### src/rtl/reg_telem_pkg.sv
// rtl/reg_telem_pkg.sv - shared state encodings, frame constants and byte helper for reg_telemetry_tx
//
// Build option: REG_TELEM_CHECKSUM_EN appends an XOR checksum byte to every frame.
package reg_telem_pkg;

  // Per-byte line phases walked by uart_tx_byte; DONE is the frame-complete phase.
  typedef enum logic [2:0] {
    IDLE,
    START_BIT,
    DATA_BITS,
    STOP_BIT,
    DONE
  } tx_state_t;

  // Frame-level sequencing in the top level.
  typedef enum logic [1:0] {
    FRAME_IDLE,
    FRAME_SEND,
    FRAME_DONE
  } frame_state_t;

  localparam logic [7:0] SYNC_BYTE = 8'hA5;
  localparam int         NUM_WORDS = 6;

`ifdef REG_TELEM_CHECKSUM_EN
  localparam int FRAME_BYTES = 26;
`else
  localparam int FRAME_BYTES = 25;
`endif

  // Wide enough to index every byte of the longest frame.
  localparam int IDX_W = 5;

  // Lane 0 is the most significant byte, which goes on the wire first.
  function automatic logic [7:0] word_byte(input logic [31:0] word, input logic [1:0] lane);
    logic [7:0] b;
    case (lane)
      2'd0:    b = word[31:24];
      2'd1:    b = word[23:16];
      2'd2:    b = word[15:8];
      default: b = word[7:0];
    endcase
    return b;
  endfunction

endpackage

### src/rtl/uart_tx_byte.sv
// rtl/uart_tx_byte.sv - 8N1 serializer for one byte with a valid/ready load handshake
//
// Ports:
//   clock     rising-edge system clock
//   reset     asynchronous active-low reset
//   s_tdata   byte to send
//   s_tvalid  s_tdata is offered
//   s_tready  a byte can be taken this cycle (idle, or last cycle of a stop bit)
//   tx        registered serial line, idle high
//
// Owns the baud and bit counters. Because s_tready is also high in the final
// stop-bit cycle, a byte offered there starts its start bit with no idle gap.
module uart_tx_byte
  import reg_telem_pkg::*;
#(
  parameter int BAUD_DIV = 434
) (
  input  logic       clock,
  input  logic       reset,
  input  logic [7:0] s_tdata,
  input  logic       s_tvalid,
  output logic       s_tready,
  output logic       tx
);

  localparam int            BW        = $clog2(BAUD_DIV);
  localparam logic [BW-1:0] BAUD_LAST = BW'(BAUD_DIV - 1);

  tx_state_t     state_q, state_d;
  logic [BW-1:0] baud_q, baud_d;
  logic [2:0]    bit_q, bit_d;
  logic [7:0]    shift_q, shift_d;
  logic          tx_q, tx_d;
  logic          bit_end;

  assign bit_end  = (baud_q == BAUD_LAST);
  assign s_tready = (state_q == IDLE) || ((state_q == STOP_BIT) && bit_end);
  assign tx       = tx_q;

  always_ff @(posedge clock or negedge reset) begin
    if (!reset) begin
      state_q <= IDLE;
      baud_q  <= '0;
      bit_q   <= '0;
      shift_q <= '0;
      tx_q    <= 1'b1;
    end else begin
      state_q <= state_d;
      baud_q  <= baud_d;
      bit_q   <= bit_d;
      shift_q <= shift_d;
      tx_q    <= tx_d;
    end
  end

  always_comb begin
    state_d = state_q;
    baud_d  = baud_q;
    bit_d   = bit_q;
    shift_d = shift_q;
    tx_d    = tx_q;

    if (s_tvalid && s_tready) begin
      state_d = START_BIT;
      baud_d  = '0;
      bit_d   = '0;
      shift_d = s_tdata;
      tx_d    = 1'b0;
    end else begin
      case (state_q)
        START_BIT, DATA_BITS: begin
          if (bit_end) begin
            baud_d = '0;
            if ((state_q == DATA_BITS) && (bit_q == 3'd7)) begin
              state_d = STOP_BIT;
              tx_d    = 1'b1;
            end else begin
              // The shifter's LSB is always the next data bit to drive.
              state_d = DATA_BITS;
              tx_d    = shift_q[0];
              shift_d = {1'b0, shift_q[7:1]};
              if (state_q == DATA_BITS) bit_d = bit_q + 3'd1;
            end
          end else begin
            baud_d = baud_q + 1'b1;
          end
        end
        STOP_BIT: begin
          if (bit_end) begin
            state_d = IDLE;
            baud_d  = '0;
            bit_d   = '0;
            tx_d    = 1'b1;
          end else begin
            baud_d = baud_q + 1'b1;
          end
        end
        default: begin
          state_d = IDLE;
          baud_d  = '0;
          bit_d   = '0;
          tx_d    = 1'b1;
        end
      endcase
    end
  end

endmodule

### src/rtl/reg_telemetry_tx.sv
// rtl/reg_telemetry_tx.sv - snapshots six debug words and streams them as a framed UART sequence
//
// Ports:
//   clock       rising-edge system clock
//   reset       asynchronous active-low reset
//   start       level-sampled frame request
//   d0..d5      32-bit register values to report
//   tx          UART line, idle high (registered)
//   busy        frame in flight (registered)
//   frame_done  one-cycle pulse in the cycle after the last stop bit
//
// Frame: 0xA5, then d0..d5 big-endian, then (with REG_TELEM_CHECKSUM_EN)
// the XOR of the 24 data bytes.
module reg_telemetry_tx
  import reg_telem_pkg::*;
#(
  parameter int BAUD_DIV = 434
) (
  input  logic        clock,
  input  logic        reset,
  input  logic        start,
  input  logic [31:0] d0,
  input  logic [31:0] d1,
  input  logic [31:0] d2,
  input  logic [31:0] d3,
  input  logic [31:0] d4,
  input  logic [31:0] d5,
  output logic        tx,
  output logic        busy,
  output logic        frame_done
);

  localparam logic [IDX_W-1:0] LAST_IDX  = IDX_W'(FRAME_BYTES - 1);
  localparam logic [IDX_W-1:0] DATA_BYTES = IDX_W'(NUM_WORDS * 4);

  frame_state_t     fstate_q, fstate_d;
  logic [31:0]      snap_q [NUM_WORDS];
  logic [IDX_W-1:0] idx_q, idx_d;
  logic             busy_q, busy_d;
  logic             done_q, done_d;
  logic [7:0]       byte_tdata;
  logic             byte_tvalid;
  logic             byte_tready;
  logic             load;
  logic             accept;
`ifdef REG_TELEM_CHECKSUM_EN
  logic [7:0]       chk_q, chk_d;
`endif

  uart_tx_byte #(
    .BAUD_DIV (BAUD_DIV)
  ) u_byte (
    .clock    (clock),
    .reset    (reset),
    .s_tdata  (byte_tdata),
    .s_tvalid (byte_tvalid),
    .s_tready (byte_tready),
    .tx       (tx)
  );

  assign busy       = busy_q;
  assign frame_done = done_q;

  always_ff @(posedge clock or negedge reset) begin
    if (!reset) begin
      fstate_q <= FRAME_IDLE;
      idx_q    <= '0;
      busy_q   <= 1'b0;
      done_q   <= 1'b0;
      for (int i = 0; i < NUM_WORDS; i++) snap_q[i] <= '0;
`ifdef REG_TELEM_CHECKSUM_EN
      chk_q    <= '0;
`endif
    end else begin
      fstate_q <= fstate_d;
      idx_q    <= idx_d;
      busy_q   <= busy_d;
      done_q   <= done_d;
      if (accept) snap_q <= '{d0, d1, d2, d3, d4, d5};
`ifdef REG_TELEM_CHECKSUM_EN
      chk_q    <= chk_d;
`endif
    end
  end

  always_comb begin
    // idx_q is the byte on the wire; the data byte offered next (idx_q + 1)
    // sits at data offset idx_q, i.e. word idx_q/4, lane idx_q%4.
    byte_tdata = word_byte(snap_q[idx_q[4:2]], idx_q[1:0]);
`ifdef REG_TELEM_CHECKSUM_EN
    if (idx_q == DATA_BYTES) byte_tdata = chk_q;
`endif
    if (fstate_q != FRAME_SEND) byte_tdata = SYNC_BYTE;

    byte_tvalid = (fstate_q == FRAME_SEND) ? (idx_q != LAST_IDX) : start;
    load        = byte_tvalid && byte_tready;
    accept      = load && (fstate_q != FRAME_SEND);

    fstate_d = fstate_q;
    idx_d    = idx_q;
    busy_d   = busy_q;
    done_d   = 1'b0;
`ifdef REG_TELEM_CHECKSUM_EN
    chk_d    = chk_q;
`endif

    case (fstate_q)
      // FRAME_DONE is the single idle-line cycle after a frame. The serializer
      // is already idle there, so a request taken on its closing edge gives
      // back-to-back frames separated by exactly that one cycle.
      FRAME_IDLE, FRAME_DONE: begin
        fstate_d = FRAME_IDLE;
        idx_d    = '0;
        busy_d   = 1'b0;
        if (start) begin
          fstate_d = FRAME_SEND;
          busy_d   = 1'b1;
`ifdef REG_TELEM_CHECKSUM_EN
          chk_d    = '0;
`endif
        end
      end
      FRAME_SEND: begin
        if (load) begin
          idx_d = idx_q + 1'b1;
`ifdef REG_TELEM_CHECKSUM_EN
          if (idx_q < DATA_BYTES) chk_d = chk_q ^ byte_tdata;
`endif
        end else if (byte_tready) begin
          // Last byte's final stop-bit cycle with nothing left to offer.
          fstate_d = FRAME_DONE;
          idx_d    = '0;
          busy_d   = 1'b0;
          done_d   = 1'b1;
        end
      end
      default: begin
        fstate_d = FRAME_IDLE;
        idx_d    = '0;
        busy_d   = 1'b0;
      end
    endcase
  end

endmodule

### config.mk
export PLATFORM = sky130hd
export DESIGN_NAME = reg_telemetry_tx
export DESIGN_NICKNAME = d
export VERILOG_FILES = /design/src/rtl/reg_telem_pkg.sv /design/src/rtl/uart_tx_byte.sv /design/src/rtl/reg_telemetry_tx.sv
export SDC_FILE = /design/constraint.sdc
export NUM_CORES = 1
export LEC_CHECK = 0
export ABC_CLOCK_PERIOD_IN_PS = 2480
export BUFFER_PORTS_ARGS = -buffer_cell sky130_fd_sc_hd__buf_2
export CAP_MARGIN = 5
export CELL_PAD_IN_SITES_DETAIL_PLACEMENT = 1
export CELL_PAD_IN_SITES_GLOBAL_PLACEMENT = 1
export CORE_AREA = 3 3 158 160
export DETAILED_ROUTE_END_ITERATION = 8
export DIE_AREA = 0 0 161 163
export PLACE_DENSITY_LB_ADDON = 0.1
export SYNTH_ARGS = -nofsm -noshare
export SYNTH_HDL_FRONTEND = slang
export SYNTH_SLANG_ARGS = --single-unit
### constraint.sdc
create_clock -name clock -period 2.48 [get_ports clock]
set_input_delay 0.124 -clock clock [delete_from_list [all_inputs] [get_ports clock]]
set_output_delay 0.124 -clock clock [all_outputs]
set_load 0.005 [all_outputs]
# After elaboration in Yosys (flattened, before gate mapping)
# Cells that the tools add are included.
[word_totals] ff_bits=225 input_bits=195 out_inout_bits=3 elab_cells=98
[classes] addsub=3 magnitude_cmp=1 eq_ne=19 mux=42 bitwise_logic=1 reduce_logical=17
[ops] operator="binary-select mux 32 bit (select 3 bit)" n=1
[ops] operator="two-way mux 32 bit" n=2
[ops] operator="two-way mux 8 bit" n=5
[ops] operator="two-way mux 9 bit" n=3
[ops] operator="case mux 8 bit (3 select lines)" n=1
[ops] operator="two-way mux 3 bit" n=7
[ops] operator="two-way mux 5 bit" n=3
[ops] operator="two-way mux 1 bit" n=13
[ops] operator="!= test 3 x 2 -> 1 bit, second input constant" n=4
[ops] operator="case mux 3 bit (2 select lines)" n=2
[ops] operator="adder 9 x 1 -> 9 bit, second input constant" n=1
[ops] operator="equality test 9 bit, second input constant" n=1
[ops] operator="equality test 3 x 2 -> 1 bit, second input constant" n=2
[ops] operator="adder 5 x 1 -> 5 bit, second input constant" n=1
[ops] operator="!= test 5 bit, second input constant" n=1
[ops] operator="equality test 2 x 1 -> 1 bit, second input constant" n=2
[ops] operator="equality test 2 bit, second input constant" n=2
[ops] operator="greater-or-equal comparator 4 bit, second input constant" n=1
[ops] operator="logical AND 1 bit" n=4
[ops] operator="zero test 2 bit" n=2
[ops] operator="two-way mux 2 bit" n=2
[ops] operator="!= test 2 x 1 -> 1 bit, second input constant" n=2
[ops] operator="!= test 2 bit, second input constant" n=2
[ops] operator="inverter 3 -> 4 bit" n=1
[ops] operator="other kinds (14)" n=18

# Longest topological paths before layout
# Gate-level depths: netlist of the first run.
[depth] word_depth=7 depth_mapped=10 ltp_nobuf=7

# Hierarchy
# From an unflattened synthesis of the first run, not the netlist that was laid out.
[unflattened] cells_unflattened=765 area_unflattened_um2=10496.3
[modules_own_cells] module="reg_telemetry_tx" n_inst=1 cells_per_inst=647 area_each_um2=9233.9 seq_area_each_um2=5029.8
[modules_own_cells] module="uart_tx_byte" n_inst=1 cells_per_inst=118 area_each_um2=1262.5 seq_area_each_um2=576.8

# Worst setup path before layout of the first run
# OpenSTA, ideal clock, no wires.
[synth_path] kind="flip-flop to flip-flop" from="register u_byte.baud_q[1]" to="register snap_q[10] (netlist bit)" setup_time_ns=0.125 t_arrival_ns=1.882 required_time_ns=2.355 path_slack_ns=0.473 path_stages_with_launch=9 path_buffers=2 synth_period_minus_slack_ns=2.007 path_cell_list="dfrtp_1 > inv_1 > ha_1 > and4bb_2 > a31oi_4 > nor3_2 > buf_2 > buf_4 > mux2_2"
[synth_via] elab_chain_cells=5
[synth_lines] element="start: declaration" line_no="uart_tx_byte.sv:30" source="logic [BW-1:0] baud_q, baud_d;"
[synth_lines] element="start signal: assignment" line_no="uart_tx_byte.sv:49" source="baud_q <= baud_d;"
[synth_lines] element="equality test 9 bit" line_no="uart_tx_byte.sv:36" source="assign bit_end = (baud_q == BAUD_LAST);"
[synth_lines] element="logical AND 1 bit" line_no="uart_tx_byte.sv:37" source="assign s_tready = (state_q == IDLE) || ((state_q == STOP_BIT) && bit_end);"
[synth_lines] element="logical OR 1 bit" line_no="uart_tx_byte.sv:37"
[synth_lines] element="logical AND 1 bit" line_no="reg_telemetry_tx.sv:96" source="load = byte_tvalid && byte_tready;"
[synth_lines] element="logical AND 1 bit" line_no="reg_telemetry_tx.sv:97" source="accept = load && (fstate_q != FRAME_SEND);"
[synth_lines] element="end signal: assignment" line_no="reg_telemetry_tx.sv:79" source="if (accept) snap_q <= '{d0, d1, d2, d3, d4, d5};"
[synth_lines] element="end: declaration" line_no="reg_telemetry_tx.sv:37" source="logic [31:0] snap_q [NUM_WORDS];"
# Every way passes these cells.
# A chain may end at the register's enable or synchronous reset.

# Worst setup path in the final report of the first run
[layout_path] from="register idx_q[2]" to="register u_byte.bit_q[0]"
[layout_via] elab_chain_cells=5 word_cells_on_any_way=9 cone_classes="eq/ne (5); mux (2); reduce/logical (2)"
[layout_lines] element="start: declaration" line_no="reg_telemetry_tx.sv:38" source="logic [IDX_W-1:0] idx_q, idx_d;"
[layout_lines] element="start signal: assignment" line_no="reg_telemetry_tx.sv:76" source="idx_q <= idx_d;"
[layout_lines] element="!= test 5 bit *" line_no="reg_telemetry_tx.sv:95" source="byte_tvalid = (fstate_q == FRAME_SEND) ? (idx_q != LAST_IDX) : start;"
[layout_lines] element="two-way mux 1 bit *" line_no="reg_telemetry_tx.sv:95"
[layout_lines] element="logical AND 1 bit *" line_no="uart_tx_byte.sv:63" source="if (s_tvalid && s_tready) begin"
[layout_lines] element="!= test 3 x 2 -> 1 bit (no source line) / != test 3 bit (equally long branches)"
[layout_lines] element="AND reduction 4 bit (no source line)"
[layout_lines] element="end signal: assignment" line_no="uart_tx_byte.sv:50" source="bit_q <= bit_d;"
[layout_lines] element="end: declaration" line_no="uart_tx_byte.sv:31" source="logic [2:0] bit_q, bit_d;"
# Every way passes the cells marked *; elsewhere a longest branch is shown, timed or not.

==> results of run 1 <==
per-layer routing:
metal | track usage [%] | share of wire [%]
met3 | 4.30 | 4.4
met5 | 0 | 0.081
met1 | 31.2 | 39
met4 | 8.13 | 3.1
met2 | 49.6 | 53
power groups by stage:
stage                     sequential (W)  combinational [W]  clock [W]
final                            0.00650            0.00626    0.00376
after global routing             0.00670            0.00671    0.00401
after CTS                        0.00640            0.00619    0.00382
after detailed placement         0.00644            0.00589          0
after global placement           0.00628            0.00563          0
after floorplan                  0.00593            0.00435          0
through the flow:
step	power (W)	hold slack, ns	util, %	cell area (µm²)
5_1_grt	0.0174	0.210	63.1	14900
6_report	0.0165	0.167	63.1	14900
3_5_place_dp	0.0123	0.151	51.2	12000
4_1_cts	0.0164	0.191	63.1	14800
3_3_place_gp	0.0119	0.138	51.2	12000
2_1_floorplan	0.0103	-0.172	-	10600
registers in the layout, indices dropped and copies added (netlist names), 2 cells and up:
signal          count
snap_q            192
u_byte.baud_q       9
u_byte.shift_q      8
idx_q               5
fstate_q            2
u_byte.bit_q        3
u_byte.state_q      2
what timing repair did:
item,CTS,global route
resized for setup,0,3
endpoints found under the setup margin,0,24
hold buffers,194,0
endpoints found under the hold margin,261,0
layout make-up:
type,count,area [µm²],area share [%]
Multi-Input combinational cell,460,4610,31.0
Sequential cell,224,5610,37.8
Clock buffer,42,811,5.46
Inverter,12,45.0,0.303
Timing Repair Buffer,424,3340,22.5
Clock inverter,5,42.5,0.286
Tap cell,319,399,2.69
Antenna cell,1,2.50,0.0168
worst register-to-register path, delay by kind of cell, from the launching register on:
| kind | cells | cell delay, ns |
|---|---|---|
| flip-flops | 1 | 0.63 |
| buffers and inverters | 1 | 0.24 |
| AND/OR/NAND/NOR | 2 | 0.38 |
| AO/OA/AOI/OAI | 1 | 0.33 |
| multiplexers | 2 | 0.66 |
final timing paths:
check                      cells past startpoint                          end  slack [ns]                    start
max in group asynchronous                      3       snap_q[27]$_DFFE_PN0P_        1.40                    reset
max reg2reg                                    6  u_byte.bit_q[0]$_DFFE_PN0P_        0.11     idx_q[2]$_DFFE_PN0P_
min reg2reg                                    1      snap_q[104]$_DFFE_PN0P_        0.49  snap_q[104]$_DFFE_PN0P_
min in group clock                             3       snap_q[96]$_DFFE_PN0P_        0.36                    d2[0]
min                                            2      snap_q[181]$_DFFE_PN0P_        0.17                    reset
max                                            6  u_byte.bit_q[0]$_DFFE_PN0P_        0.11     idx_q[2]$_DFFE_PN0P_
cell usage after synthesis, types with 4 or more instances:
library cell,n
a21oi_1,17
dfrtp_1,223
xnor2_1,4
o22ai_1,8
a311o_1,4
mux2_1,9
nor2_1,24
nand3_1,11
nand2_1,16
buf_2,14
clkbuf_1,8
a211oi_1,4
mux2_2,204
a31oi_1,9
mux2i_1,21
and4b_1,5
nand2b_1,7
inv_1,12
nor2b_1,5
mux4_1,10
ha_1,13
a22oi_1,7
o211ai_1,4
buf_4,19
xor2_1,6
o21ai_0,14
mux4_2,16
cell families (layout without fill, tap and decap cells):
kind of cell / Yosys count / count (layout) / synth area share, %
AOI/OAI and AO/OA: 85 / 85 / 5.45
xor gates and xnor gates: 10 / 10 / 0.829
adders and majority gates: 13 / 13 / 1.54
buffers and inverters: 59 / 483 / 3.49
DFF: 224 / 224 / 53.0
muxes: 262 / 262 / 30.9
other: 0 / 1 / 0
and+or+nand+nor: 90 / 90 / 4.79
==> impl_metrics.ini, run 1 <==
[clock_network]
cts_root_buf = clkbuf_16
post_cts_buffers = 0
cts_max_path_buffers = 3
cts_tree = done
clock-sinks = 224
path_clk_slew_ns = 0.06
cts_buffers = 26
clock_latency_ns = 0.53
cts_htree_levels = 1

[routing]
dr_total_vias = 7909
post-route-drc-count = 0
avgRoutedWirePerCell_um = 23.2
drt_first_pass_iters = 4
postRouteAntennaNets = 0
wl_um = 34500
drtIter0Drc = 361
vias_per_cell = 5.32

[die]
die-height_um = 163
dieArea_um2 = 26200
start_util_pct = 44.9
fp.dieW_um = 161
core_area_um2 = 23500
rows = 56
io_pins = 198

[setup_path]
crit_path_cell_trace = buf_12 > nand4b_4 > mux2i_2 > nor2_1 > o21bai_1 > mux2_2
cp_top_family = multiplexers
slowest_delay_ns = 0.63
cp-end-kind = flip-flop
critPathLaunchType = flip-flop
cp_max_fo = 19
cp.required_ns = 2.88
cp.arrival_ns = 2.77
path_buf_inv = 1
path_class = flip-flop to flip-flop
crit_path_top_delay_cell = dfrtp_4

[synthesis]
seq_area_frac_synth_pct = 53.0
synth_ff_type = dfrtp_1
synth_area_leaders = dfrtp_1, mux2_2, mux4_2
synth.distinct_cells = 59
synth_nets = 951
synth_edf_count = 0
async_reset_ff_share_pct = 100
synth_cells = 743
synth_area_per_cell_um2 = 14.2
yosys.area.top_type = dfrtp_1
yosysWarnings = 0
synthesis.area_um2 = 10600
ys_ff_latch = 224
netlist.area_leader.share_pct = 52.8

[final_layout]
mostFrequentLayoutCells = dfrtp_1, mux2_2, buf_2, dlygate4sd3_1, clkbuf_16
layout.cells.non_filler = 1487
syn_to_final_growth_pct = 40.5
fin_nets = 1356
layout-drive-gt1-share_pct = 43.1
mostFrequentLayoutCell = dfrtp_1
fillers = 2301

[timing]
slew_headroom_pct = 56.2
finalCriticalPeriod_ns = 2.37
tightest_slew_ns = 0.650
setup_viol = 0
fmax_mhz = 423
rsz0062_at_grt = no
skew_ns = 0.0137
maxSlewViolCount = 0
fin_ws_ns = 0.115
finalHoldViolCount = 0
fin_setup_tns_ns = 0
period_share_pct = 95.4

[global_routing]
grt_pass1_wl_um = 53700
antenna_found_initial = 3
grt_pass1_vias = 9352
grt_usage_pct = 26.5
grt_max_degree = 73
gr-total-overflow = 0

[power_and_ir_drop]
internal-power_w = 0.0110
p_leak_nw = 6.83
p_clk_share_pct = 22.8
switching_power_w = 0.00556
power_density_nw_per_um2 = 1110
combPwrFrac_pct = 37.9
power_frac_seq_pct = 39.4
ir_worst_vdd_v = 0.000597
sw_frac_of_total_pct = 33.6

[placed_design]
place_ws_ns = 0.119
port_buffers = 197
dp_hpwl_um = 21800
placedCellCount = 1245
gp_congestion = 0.870

[job]
maxCapViolCount = 0

[status]
status = finished, final reports clean

[worst_hold_path]
hold_class = input pin to asynchronous set/reset pin
Power figures use the tool's default switching activity.
==> inputs of run 2 (changes only) <==
ABC_CLOCK_PERIOD_IN_PS = 2500   (was 2480)
SLEW_MARGIN = 20   (was unset)
clock period = 2.5 ns   (was 2.48 ns; I/O delays follow)
==> run 2 against run 1 <==
Against the previous run:
- via count grew 0.86%
- total power up 0.99%
- count of clock-buffer cells in the layout shrank 5
- cell count unchanged
- die area unchanged
- routed wire length grew 4.8%
- global-route usage increased by 1.1 points
- worst setup slack lost 0.024 ns
- sequential cell count is the same
- register-to-register slack worse by 0.02 ns
- clock power is 2% higher
- critical path depth decreased by 1
- critical path type unchanged
- largest power group is now combinational cells
==> impl_metrics.ini, run 2 (synthesized netlist as in run 1, its figures left out) <==
[status]
status = finished, final reports clean

[worst_hold_path]
hold_depth = 3
hold_class = input pin to flip-flop

[timing]
finalHoldViolCount = 0
tightest_slew_ns = 0.645
period_share_pct = 96.4
slew_headroom_pct = 56.9
rsz0062_at_grt = no
fmax_mhz = 415
fin_setup_tns_ns = 0
skew_ns = 0.0201
setup_viol = 0
maxSlewViolCount = 0
fin_ws_ns = 0.0904
finalCriticalPeriod_ns = 2.41

[global_routing]
antenna_found_initial = 1
grt_pass1_vias = 9269
grt_pass1_wl_um = 55200
grt_max_degree = 67
grt_usage_pct = 27.6
gr-total-overflow = 0

[routing]
drtIter0Drc = 412
drt_first_pass_iters = 5
wl_um = 36200
dr_total_vias = 7977
vias_per_cell = 5.36
postRouteAntennaNets = 0
topRoutingLayerUsed = met5
wl_met3_um = 1350
drt-met1-wl_um = 14000
avgRoutedWirePerCell_um = 24.3
met2_length_um = 19700
post-route-drc-count = 0

[placed_design]
gp_congestion = 0.847
port_buffers = 197
place_ws_ns = 0.0532
dp_hpwl_um = 21500
postPlaceCellArea_um2 = 12000

[setup_path]
cp-end-kind = flip-flop
r2r_cells = 5
cp_max_fo = 11
crit_path_cell_trace = nand3b_1 > o22ai_1 > and4b_1 > a311o_1 > a21oi_1
cp.arrival_ns = 2.86
slowest_delay_ns = 0.66
critPathLaunchType = flip-flop
cp.required_ns = 2.95
crit_path_top_delay_cell = dfrtp_1
path_class = flip-flop to flip-flop
reg2reg_setup_slack_ns = 0.09

[clock_network]
cts_max_path_buffers = 3
cts_tree = done
cts_buffers = 25
cts_htree_levels = 1
cts_root_buf = clkbuf_16
path_clk_slew_ns = 0.06
clock_latency_ns = 0.54
clock-sinks = 224

[power_and_ir_drop]
combPwrFrac_pct = 38.6
p_total_w = 0.0167
power_density_nw_per_um2 = 1130
switching_power_w = 0.00573
ir_worst_vdd_v = 0.000680
internal-power_w = 0.0110
p_clk_share_pct = 22.9
power_frac_seq_pct = 38.5
p_leak_nw = 6.84
sw_frac_of_total_pct = 34.3

[die]
fp.dieW_um = 161
dieArea_um2 = 26200
rows = 56
start_util_pct = 44.9
die-height_um = 163
core_area_um2 = 23500
io_pins = 198

[final_layout]
syn_to_final_growth_pct = 40.3
largestRegisters = snap_q (192), u_byte.baud_q (9), u_byte.shift_q (8)
fin_nets = 1357
mostFrequentLayoutCell = dfrtp_1
layout-drive-gt1-share_pct = 43.2
mostFrequentLayoutCells = dfrtp_1, mux2_2, buf_2, dlygate4sd3_1, buf_4
largest_reg_flops = 192
regMostFlops = snap_q
insertedDiodeCount = 0
final_area_um2 = 14800
final_util_pct = 63.0

[job]
maxCapViolCount = 0
==> run 2: changes by cell type in the layout (fill, tap and decap cells not counted), moves of 2 or more <==
cell,change
bufinv_16,+2
buf_12,-2
buf_4,+5
clkbuf_8,-4
clkinv_2,+3
==> run 2: path summary, 6_finish.rpt <==
kind / start / to
min in group asynchronous: reset / u_byte.state_q[0]$_DFFE_PN0P_
max in group asynchronous: reset / snap_q[109]$_DFFE_PN0P_
worst max register to register: idx_q[4]$_DFFE_PN0P_ / u_byte.shift_q[3]$_DFFE_PN0P_
worst min register to register: snap_q[104]$_DFFE_PN0P_ / snap_q[104]$_DFFE_PN0P_
worst max-delay path: idx_q[4]$_DFFE_PN0P_ / u_byte.shift_q[3]$_DFFE_PN0P_
worst min-delay path: start / busy$_DFFE_PN0P_
==> run 2: final cells by class <==
class,instances,area [µm²]
sequential,224,5610
clock inverter,9,110
timing repair buffer,426,3320
fill,2323,8720
inverter,12,45.0
multi-input combinational,460,4610
clock buffer,37,731
tap,319,399
==> run 2: repair_timing <==
item / in CTS / in global routing
resized for setup: 0 / 3
endpoints found under the setup margin: 0 / 80
endpoints found under the hold margin: 254 / 0
hold buffers: 193 / 0
buffers inserted: 0 / 5
==> run 2: per-stage QoR <==
stage          hold WS [ns]  std cells
2_1_floorplan        -0.171        743
3_3_place_gp          0.107       1243
3_5_place_dp          0.114       1243
4_1_cts              0.0202       1482
5_1_grt              0.0470       1487
6_report             0.0431       1487
==> run 2: power groups by stage <==
stage | Sequential (W) | Combinational [W] | Clock [W]
2_1_floorplan | 0.00588 | 0.00432 | 0
3_3_place_gp | 0.00621 | 0.00563 | 0
3_5_place_dp | 0.00638 | 0.00586 | 0
4_1_cts | 0.00633 | 0.00613 | 0.00383
5_1_grt | 0.00657 | 0.00685 | 0.00405
6_report | 0.00643 | 0.00644 | 0.00382
==> run 2: critical path: cells and delay by family, from the launching register on <==
kind / cells / cell delay, ns
AND/OR/NAND/NOR: 2 / 0.67
flip-flops: 1 / 0.66
AO/OA/AOI/OAI: 3 / 0.99
==> run 2: routing by layer <==
layer	track usage [%]	up-vias
met5	0	-
met4	8.13	2
met3	3.92	72
met2	52.5	232
met1	32.2	4110
li1	-	3561
